$ cat config.mk
export PLATFORM = sky130hd
export DESIGN_NAME = menu_ctrl
export DESIGN_NICKNAME = d
export VERILOG_FILES = /design/src/rtl/game_pkg.sv /design/src/rtl/btn_edge.sv /design/src/rtl/menu_ctrl.sv
export SDC_FILE = /design/constraint.sdc
export NUM_CORES = 1
export LEC_CHECK = 0
export CORE_MARGIN = 2
export CORE_UTILIZATION = 42
export DETAILED_ROUTE_END_ITERATION = 6
export GPL_TIMING_DRIVEN = 1
export REMOVE_ABC_BUFFERS = 1
export SYNTH_ARGS = -nofsm -noshare
export SYNTH_HDL_FRONTEND = slang
export SYNTH_HIERARCHICAL = 1
export SYNTH_SLANG_ARGS = --single-unit
$ cat constraint.sdc
create_clock -name clk -period 2.45 [get_ports clk]
set_input_delay 0.3675 -clock clk [delete_from_list [all_inputs] [get_ports clk]]
set_output_delay 0.3675 -clock clk [all_outputs]
set_load 0.1 [all_outputs]
$ cat src/rtl/game_pkg.sv
// Shared game-state definitions for the VGA game.
// The menu controller, the renderer and the play logic all use this package.
//   STATE_W      : width of the game-state bus
//   game_state_e : fixed state encoding MENU/PLAY/PAUSE/OVER
//   clog2_min1   : ceil(log2(v)) with a floor of 1 bit, used for counter widths
package game_pkg;

    localparam int STATE_W = 2;

    typedef enum logic [STATE_W-1:0] {
        MENU  = 2'b00,
        PLAY  = 2'b01,
        PAUSE = 2'b10,
        OVER  = 2'b11
    } game_state_e;

    function automatic int clog2_min1(input int v);
        return (v > 1) ? $clog2(v) : 1;
    endfunction

endpackage

$ cat src/rtl/btn_edge.sv
// One-bit rising-edge detector for an already synchronised button level.
//   clk  : system clock
//   rstn : asynchronous active-low reset
//   btn  : button level
//   evt  : high in the cycle where btn is high and was low on the previous edge
// prev resets to 1. A button held through reset therefore produces no event
// until it has been released and pressed again.
module btn_edge (
    input  logic clk,
    input  logic rstn,
    input  logic btn,
    output logic evt
);

    logic r_prev;

    always_ff @(posedge clk or negedge rstn) begin
        if (!rstn) begin
            r_prev <= 1'b1;
        end else begin
            r_prev <= btn;
        end
    end

    assign evt = btn & ~r_prev;

endmodule

$ cat src/rtl/menu_ctrl.sv
// Top-level game-state controller: menu cursor, game start, pause and
// game-over sequencing.
//   clk, rstn        : system clock, asynchronous active-low reset
//   btn_up/btn_down  : move the menu cursor (levels)
//   btn_sel          : select / confirm / quit (level)
//   btn_pause        : pause toggle (level)
//   game_over        : from play logic; only looked at in PLAY
//   state            : current game state (game_pkg encoding)
//   sel_idx          : menu cursor position
//   mode             : menu entry latched at game start
//   start_pulse      : one-cycle pulse on every MENU->PLAY transition
// All outputs come straight from registers.
//
// state | meaning
// MENU  | cursor moves with up/down, sel starts a game
// PLAY  | game running; game_over ends it, pause suspends it
// PAUSE | suspended; pause resumes, sel quits to the menu
// OVER  | game-over screen; sel returns to the menu once the guard expires
module menu_ctrl
    import game_pkg::*;
#(
    parameter int NUM_ITEMS = 4,
    parameter int IDX_W     = (NUM_ITEMS > 1) ? $clog2(NUM_ITEMS) : 1,
    parameter int GUARD_CYC = 50_000_000
) (
    input  logic               clk,
    input  logic               rstn,
    input  logic               btn_up,
    input  logic               btn_down,
    input  logic               btn_sel,
    input  logic               btn_pause,
    input  logic               game_over,
    output logic [STATE_W-1:0] state,
    output logic [IDX_W-1:0]   sel_idx,
    output logic [IDX_W-1:0]   mode,
    output logic               start_pulse
);

    localparam int               GW         = clog2_min1(GUARD_CYC + 1);
    localparam logic [IDX_W-1:0] LAST_IDX   = IDX_W'(NUM_ITEMS - 1);
    localparam logic [GW-1:0]    GUARD_LOAD = GW'(GUARD_CYC);

    logic w_evt_up;
    logic w_evt_down;
    logic w_evt_sel;
    logic w_evt_pause;

    btn_edge u_edge_up    (.clk(clk), .rstn(rstn), .btn(btn_up),    .evt(w_evt_up));
    btn_edge u_edge_down  (.clk(clk), .rstn(rstn), .btn(btn_down),  .evt(w_evt_down));
    btn_edge u_edge_sel   (.clk(clk), .rstn(rstn), .btn(btn_sel),   .evt(w_evt_sel));
    btn_edge u_edge_pause (.clk(clk), .rstn(rstn), .btn(btn_pause), .evt(w_evt_pause));

    game_state_e      r_state;
    logic [IDX_W-1:0] r_sel_idx;
    logic [IDX_W-1:0] r_mode;
    logic             r_start;
    logic [GW-1:0]    r_guard;

    game_state_e      w_state_nxt;
    logic [IDX_W-1:0] w_sel_nxt;
    logic [IDX_W-1:0] w_mode_nxt;
    logic             w_start_nxt;
    logic [GW-1:0]    w_guard_nxt;

    always_ff @(posedge clk or negedge rstn) begin
        if (!rstn) begin
            r_state   <= MENU;
            r_sel_idx <= '0;
            r_mode    <= '0;
            r_start   <= 1'b0;
            r_guard   <= '0;
        end else begin
            r_state   <= w_state_nxt;
            r_sel_idx <= w_sel_nxt;
            r_mode    <= w_mode_nxt;
            r_start   <= w_start_nxt;
            r_guard   <= w_guard_nxt;
        end
    end

    always_comb begin
        w_state_nxt = r_state;
        w_sel_nxt   = r_sel_idx;
        w_mode_nxt  = r_mode;
        w_start_nxt = 1'b0;
        w_guard_nxt = r_guard;

        case (r_state)
            MENU: begin
                // sel wins over a same-cycle cursor move, so the un-moved
                // cursor is what gets latched as the mode.
                if (w_evt_sel) begin
                    w_state_nxt = PLAY;
                    w_mode_nxt  = r_sel_idx;
                    w_start_nxt = 1'b1;
                end else if (w_evt_up && !w_evt_down) begin
                    w_sel_nxt = (r_sel_idx == '0) ? LAST_IDX : r_sel_idx - IDX_W'(1);
                end else if (w_evt_down && !w_evt_up) begin
                    w_sel_nxt = (r_sel_idx == LAST_IDX) ? '0 : r_sel_idx + IDX_W'(1);
                end
            end
            PLAY: begin
                if (game_over) begin
                    w_state_nxt = OVER;
                    w_guard_nxt = GUARD_LOAD;
                end else if (w_evt_pause) begin
                    w_state_nxt = PAUSE;
                end
            end
            PAUSE: begin
                if (w_evt_pause) begin
                    w_state_nxt = PLAY;
                end else if (w_evt_sel) begin
                    w_state_nxt = MENU;
                end
            end
            OVER: begin
                // The counter is sampled before it decrements, so a sel is
                // first accepted GUARD_CYC+1 edges after entering OVER.
                if (r_guard != '0) begin
                    w_guard_nxt = r_guard - GW'(1);
                end else if (w_evt_sel) begin
                    w_state_nxt = MENU;
                end
            end
            default: begin
                w_state_nxt = MENU;
            end
        endcase
    end

    assign state       = r_state;
    assign sel_idx     = r_sel_idx;
    assign mode        = r_mode;
    assign start_pulse = r_start;

endmodule

==> results of run 1 <==
[power by group through the flow]
stage | clock (mW) | sequential [mW] | combinational [mW]
2_1_floorplan | 0 | 1.26 | 0.388
3_3_place_gp | 0 | 0.899 | 0.997
3_5_place_dp | 0 | 0.912 | 1.03
4_1_cts | 0.558 | 0.900 | 1.03
5_1_grt | 0.580 | 0.928 | 1.10
6_report | 0.539 | 0.900 | 1.03
[cell usage in the layout, fill, tap and decap left out, drive strengths merged, types with 3 or more instances in the layout]
master,synthesis,routed
or2,5,5
dfstp,4,4
nor4,10,10
mux2i,9,9
dfrtp,33,33
nand3,7,7
xor2,3,3
nor2b,5,5
nor2,11,11
o21ai,13,13
or3,10,10
or4,5,5
clkdlybuf4s50,0,6
clkbuf,3,7
buf,2,13
nor3,7,7
a21oi,3,3
nand2,21,21
inv,5,5
nand4,3,3
ha,4,4
[worst min-delay path by stage]
stage / from / end / slack [ps] / cells after the start
2_1_floorplan: rstn / mode[0] / 70 / 0
3_3_place_gp: r_guard[13] / r_guard[13] / 460 / 1
3_5_place_dp: r_guard[13] / r_guard[13] / 470 / 1
4_1_cts: r_guard[13] / r_guard[13] / 490 / 1
5_1_grt: btn_up / u_edge_up/r_prev / 510 / 1
6_report: rstn / state[0] / 490 / 2
[worst max-delay path: stages (launching register included)]
cell,delay (ps)
dfrtp_1,430
or4_4,560
or4b_4,540
nor2_2,350
nor3_1,90
a211o_1,230
[cell families (layout without fill, tap and decap cells)]
kind of cell | after synthesis | in the layout
compound gates | 33 | 33
xor+xnor | 5 | 5
fa+ha+maj | 4 | 4
buf+inv | 10 | 32
flops | 37 | 37
mux | 11 | 11
simple gates | 93 | 93
[sequential cells by signal (all words and copies together), names as in the netlist]
register             cells
mode                     2
u_edge_sel/r_prev        1
sel_idx                  2
u_edge_pause/r_prev      1
u_edge_down/r_prev       1
state                    2
start_pulse              1
u_edge_up/r_prev         1
r_guard                 26
[per-stage QoR]
step / power, mW / util, % / setup WS [ps] / cells / instance area [um2]
floorplan: 1.65 / - / 12.8 / 188 / 1940
global placement: 1.90 / 48.6 / 195 / 259 / 2160
detailed placement: 1.94 / 48.6 / 141 / 259 / 2160
CTS: 2.49 / 51.3 / 140 / 267 / 2280
global route: 2.61 / 51.3 / 9.63 / 267 / 2280
finish: 2.47 / 51.3 / 134 / 267 / 2280
[final cells by class]
| type | count | share of cell area [%] |
|---|---|---|
| clock buffer | 7 | 3.79 |
| clock inverter | 1 | 1.32 |
| tap | 52 | 2.86 |
| timing repair buffer | 19 | 6.92 |
| inverter | 5 | 0.824 |
| multi-input combinational | 146 | 43.4 |
| sequential | 37 | 40.9 |
[layer usage]
| metal | part of all wire, % | track usage [%] |
|---|---|---|
| met1 | 49 | 22.4 |
| met5 | 0 | 0 |
| met4 | 0.87 | 6.17 |
| met3 | 2.7 | 4.14 |
| met2 | 47 | 28.9 |
==> impl_metrics.ini, run 1 <==
[status]
status = finished clean

[floorplan]
rows = 24
die-height_um = 72.7
die_area_um2 = 5290
core-area_um2 = 4440
initial_core_util_pct = 44.6
die_w_um = 72.7
ios = 14

[critical_path]
crit_end = r_guard[1]
start_kind = register
rr_endpoint = r_guard[1]
r2r-start = r_guard[21]
r2r_cells = 5
required_ps = 2630
timing.reg2reg.setup_slack_ps = 130
end_kind = register
cp.arrival_ps = 2490
crit_type = reg -> reg
crit_fanout = 11
cp-startpoint = r_guard[21]

[timing]
setup_viol = 0
fin_setup_tns_ps = 0
skew_ps = 6.12
tightest_slew_ps = 559
maxSlewHeadroom_pct = 62.4
report.final.slew_viol_count = 0
max_freq_mhz = 432
rsz0062_at_grt = false
hold_ws_ps = 488
finalHoldViolCount = 0
fin_crit_ps = 2320
fin_crit_sh_pct = 94.5

[power]
p_switching_mw = 1.07
combPwrFrac_pct = 41.6
p_leak_nw = 0.907
p_int_mw = 1.39
pwr-share-seq_pct = 36.5
switching_share_pct = 43.6
clockPowerShare_pct = 21.9
power.density_nw_per_um2 = 1080
ir_drop_mv = 0.718

[global_routing]
antenna_found_initial = 0
overflow = 0
grt_pass1_wl_mm = 7.08
grt_pass1_vias = 1588
grt_use_total_pct = 17.5
grt_max_degree = 38

[final_layout]
area_growth_pct = 14.9
seq_area_um2 = 931
drive_gt1_share_pct = 21.9
final_nets = 225
diodes = 0
fill_cells = 400
multi_input_area_um2 = 990

[placement]
place.gp.congestion = 0.841
dp_hpwl_mm = 2.87
portBuffers = 13

[synthesis]
yosys.area_share.simple_pct = 28.2
yosysTopAreaCellShare_pct = 41.6
synth_seq_cells = 37
synth_common_cells = dfrtp_1 (33), nand2_1 (21), o21ai_0 (12), nor2_1 (10), nor4_1 (10)
synth_edf_count = 0
synth_top_area_cell = dfrtp_1
synth_fa_ha_area_share_pct = 2.52
synth_compound_area_share_pct = 11.3
synth_xor_xnor_area_share_pct = 2.21
muxShareOfSynthArea_pct = 5.68
avgSynthCellArea_um2 = 10.3
ys_types = 51
synthTopCellsByArea = dfrtp_1 (42%), dfstp_2 (5.3%), mux2i_1 (4.5%)
ys_seq_area_share_pct = 46.9
ys_warn_count = 6
synth_top_family_by_area = simple AND/OR/NAND/NOR gates
syn_area_um2 = 1980
synth_most_common_cell = dfrtp_1
netlist_instances = 193
async_reset_ff_share_pct = 100
ys.flop_type = dfrtp_1

[drt]
drt_first_pass_iters = 4
wl_mm = 4.00
drc = 0
num_vias = 1549
first_iter_violations = 91
wl_per_cell_um = 15.0
viasPerCell = 5.80
ant_nets = 0

[cts]
cts_setup_buffers = 0
cts_sinks = 37
cts_tree = yes
cts_root_buffer = clkbuf_8
insertion_delay_ps = 280
post_cts_resized = 0
cts_made_buffers = 5
clockBufferDepth = 2
clk_pin_slew_ps = 70
cts_max_level = 2
cts_hold_buffers = 0

[hold_path]
hp-class = in -> async

[run]
cap_violations = 0
No activity file was read; power rests on OpenSTA's default activity.
==> inputs of run 2 (changes only) <==
- CORE_UTILIZATION: 42 -> 50
- PLACE_DENSITY: not set -> 0.7
==> run 2 against run 1 <==
Non-clock buffer count rose by 1. First-iteration DRC count rose by 4.4%. Power fell by 5.2%. Clock-buffer cell count fell by 1. Register-to-register slack got worse by 20 ps. Critical path type unchanged. Largest cell class unchanged. Largest power group unchanged.
==> impl_metrics.ini, run 2 (synthesis gave the netlist of run 1 again) <==
[status]
status = finished clean

[final_layout]
largest_reg_flops = 26
layout_commonest_cell = dfrtp_1
largest-register = r_guard
drive_gt1_share_pct = 22.2
layout.cells.non_filler = 264
area_growth_pct = 13.3
diodes = 0
final_nets = 226
layout_common_cells = dfrtp_1 (33), nand2_1 (21), buf_4 (14), o21ai_0 (12)

[cts]
cts_made_buffers = 5
cts_sinks = 37
cts_max_level = 2
cts_hold_buffers = 0
clk_pin_slew_ps = 70
cts_setup_buffers = 0
cts_tree = yes
post_cts_resized = 0
insertion_delay_ps = 290
cts_root_buffer = clkbuf_8
clockBufferDepth = 2

[critical_path]
critPathBufInv = 0
end_kind = register
crit_slowest_cell = or4b_4
path_cells = or3_2, or4b_4, nor2_2, nor3_1, a211o_1
required_ps = 2620
timing.reg2reg.setup_slack_ps = 120
crit_fanout = 11
cp.arrival_ps = 2510
start_kind = register
crit_type = reg -> reg
max_stage_delay_ps = 600
path_delay_family = simple AND/OR/NAND/NOR gates

[timing]
hold_ws_ps = 497
setup_slack_ps = 118
fin_crit_sh_pct = 95.2
fin_crit_ps = 2330
skew_ps = 5.87
tightest_slew_ps = 561
rsz0062_at_grt = false
report.final.slew_viol_count = 0
finalHoldViolCount = 0
maxSlewHeadroom_pct = 62.2
setup_viol = 0
fin_setup_tns_ps = 0
max_freq_mhz = 429

[run]
cap_violations = 0

[drt]
first_iter_violations = 95
drt_first_pass_iters = 4
num_vias = 1546
ant_nets = 0
viasPerCell = 5.86
wl_mm = 3.88
wl_per_cell_um = 14.7
drc = 0

[global_routing]
grt_pass1_wl_mm = 6.55
antenna_found_initial = 0
grt_max_degree = 38
grt_pass1_vias = 1404
grt_use_total_pct = 19.9
overflow = 0

[power]
clockPowerShare_pct = 17.5
total_power_mw = 2.34
p_leak_nw = 0.899
ir_drop_mv = 0.847
p_switching_mw = 1.07
combPwrFrac_pct = 45.1
power.density_nw_per_um2 = 1040
switching_share_pct = 45.8
pwr-share-seq_pct = 37.4
p_int_mw = 1.27

[placement]
placed_cells = 256
place.gp.congestion = 0.838
dpl_worst_slack_ps = 150
dp_hpwl_mm = 2.81
portBuffers = 13

[floorplan]
core-area_um2 = 3740
die-height_um = 67.0
initial_core_util_pct = 53.0
ios = 14
die_w_um = 67.0
die_area_um2 = 4490
rows = 22

[hold_path]
hp-class = in -> async
-- run 2: final timing paths --
kind / start / to / cells after the start
max reg2reg: r_guard[14] / r_guard[1] / 5
max in group asynchronous: rstn / u_edge_up/r_prev / 2
min: rstn / state[0] / 2
min in group clk: r_guard[13] / r_guard[13] / 1
min reg2reg: r_guard[13] / r_guard[13] / 1
max: r_guard[14] / r_guard[1] / 5
-- run 2: routing by layer --
layer	routed length [um]	vias up	GRT usage, %	share of wire [%]
li1	-	761	-	-
met4	46	0	6.12	1.2
met2	1830	27	31.0	47
met1	1860	752	27.1	48
met3	139	6	5.07	3.6
met5	0	-	0	0
-- run 2: final cells by class --
class	count	area, um2
tap	48	60.1
inverter	5	18.8
fill	332	1500
multi-input combinational	146	990
clock inverter	2	10.0
timing repair buffer	20	165
clock buffer	6	72.6
sequential	37	931
-- run 2: stage by stage --
step | util, % | cell area [um2]
final | 60.0 | 2250
after detailed placement | 57.8 | 2160
after global placement | 57.8 | 2160
after floorplan | - | 1940
after global routing | 60.0 | 2250
after CTS | 60.0 | 2250
-- run 2: power by group through the flow --
| stage | clock (mW) | sequential (mW) | combinational, mW |
|---|---|---|---|
| after CTS | 0.419 | 0.875 | 1.06 |
| after floorplan | 0 | 1.26 | 0.388 |
| after global routing | 0.448 | 0.897 | 1.13 |
| final | 0.408 | 0.875 | 1.05 |
| after global placement | 0 | 0.875 | 1.03 |
| after detailed placement | 0 | 0.887 | 1.06 |
==> inputs of run 3 (changes only) <==
- CTS_BUF_LIST: not set -> sky130_fd_sc_hd__clkbuf_8
- GPL_TIMING_DRIVEN: 1 -> not set
- TNS_END_PERCENT: not set -> 100
==> run 3 against run 2 <==
Die area unchanged. Cell count unchanged. Sequential power about the same. First-iteration DRC count unchanged. Clock power about the same. Critical path depth unchanged. Global-route usage unchanged. Via count about the same. Flip-flop and latch count unchanged. Final area unchanged. Critical endpoint unchanged. Largest cell class unchanged.
==> impl_metrics.ini, run 3 (synthesis gave the netlist of run 1 again) <==
[status]
status = finished clean

[timing]
setup_slack_ps = 116
fin_setup_tns_ps = 0
tightest_slew_ps = 573
report.final.slew_viol_count = 0
maxSlewHeadroom_pct = 61.5
rsz0062_at_grt = false
hold_ws_ps = 495
setup_viol = 0
max_freq_mhz = 429
skew_ps = 5.91
finalHoldViolCount = 0
fin_crit_ps = 2330
fin_crit_sh_pct = 95.2

[global_routing]
grt_max_degree = 38
grt_pass1_vias = 1404
grt_use_total_pct = 19.9
overflow = 0
antenna_found_initial = 0
grt_pass1_wl_mm = 6.55

[critical_path]
crit_end = r_guard[1]
start_kind = register
rr_endpoint = r_guard[1]
crit_type = reg -> reg
r2r_cells = 5
cp.arrival_ps = 2510
cp-startpoint = r_guard[14]
required_ps = 2630
crit_fanout = 11
r2r-start = r_guard[14]
timing.reg2reg.setup_slack_ps = 120
end_kind = register

[floorplan]
die-height_um = 67.0
die_w_um = 67.0
die_area_um2 = 4490
rows = 22
core-area_um2 = 3740
initial_core_util_pct = 53.0
ios = 14

[drt]
first_iter_violations = 95
viasPerCell = 5.85
num_vias = 1545
dr.max_layer_used = met4
wl_mm = 3.86
met1_length_mm = 1.86
wl_per_cell_um = 14.6
ant_nets = 0
wl_met2_mm = 1.82
drc = 0
wl_met3_um = 131
drt_first_pass_iters = 4

[power]
pwr-share-seq_pct = 37.5
p_switching_mw = 1.07
p_int_mw = 1.26
switching_share_pct = 45.9
total_power_mw = 2.34
combPwrFrac_pct = 45.1
clockPowerShare_pct = 17.3
ir_drop_mv = 0.846
power.density_nw_per_um2 = 1040
p_leak_nw = 0.903

[final_layout]
area_growth_pct = 13.3
fin_area_um2 = 2250
layout_common_cells = dfrtp_1 (33), nand2_1 (21), buf_4 (14), o21ai_0 (12)
drive_gt1_share_pct = 22.2
largest_reg_flops = 26
layout_commonest_cell = dfrtp_1
layout.cells.non_filler = 264
fill_cells = 332
final_nets = 226
fin_util_pct = 60.0
diodes = 0
largest-register = r_guard

[placement]
dpl_worst_slack_ps = 150
portBuffers = 13
placed_cells = 256
place.gp.congestion = 0.838
dp_hpwl_mm = 2.81
postPlaceCellArea_um2 = 2160

[cts]
post_cts_resized = 0
cts_tree = yes
insertion_delay_ps = 290
cts_setup_buffers = 0
cts_made_buffers = 5
cts_max_level = 2
cts_sinks = 37
clk_pin_slew_ps = 70
cts_hold_buffers = 0
cts_root_buffer = clkbuf_8
clockBufferDepth = 2

[run]
cap_violations = 0

[hold_path]
hp-class = in -> async
## run 3: worst min path at each step
| stage | from | to | slack [ps] | cells past startpoint |
|---|---|---|---|---|
| floorplan | rstn | mode[0] | 70 | 0 |
| global placement | r_guard[13] | r_guard[13] | 460 | 1 |
| detailed placement | r_guard[13] | r_guard[13] | 490 | 1 |
| CTS | r_guard[13] | r_guard[13] | 500 | 1 |
| global route | btn_down | u_edge_down/r_prev | 520 | 1 |
| finish | rstn | state[0] | 490 | 2 |
## run 3: layer usage
metal	up-vias	global-route usage (%)
li1	763	-
met2	24	31.0
met5	-	0
met3	6	5.07
met1	752	27.1
met4	0	6.12
## run 3: layout make-up
class / instances / area (um2) / share of cell area (%)
Multi-Input combinational cell: 146 / 990 / 44.0
Sequential cell: 37 / 931 / 41.4
Timing Repair Buffer: 20 / 165 / 7.35
Clock buffer: 5 / 68.8 / 3.06
Tap cell: 48 / 60.1 / 2.67
Inverter: 5 / 18.8 / 0.835
Clock inverter: 3 / 13.8 / 0.612
## run 3: power by group through the flow
stage | logic (mW) | registers (mW) | clock network, mW
global route | 1.13 | 0.897 | 0.445
finish | 1.05 | 0.877 | 0.405
detailed placement | 1.06 | 0.887 | 0
CTS | 1.06 | 0.875 | 0.415
floorplan | 0.388 | 1.26 | 0
global placement | 1.03 | 0.875 | 0
## run 3: critical path: stages, from the launching register on
cell and delay, ps:
dfrtp_1 430, or3_2 510, or4b_4 600, nor2_2 360, nor3_1 90, a211o_1 230
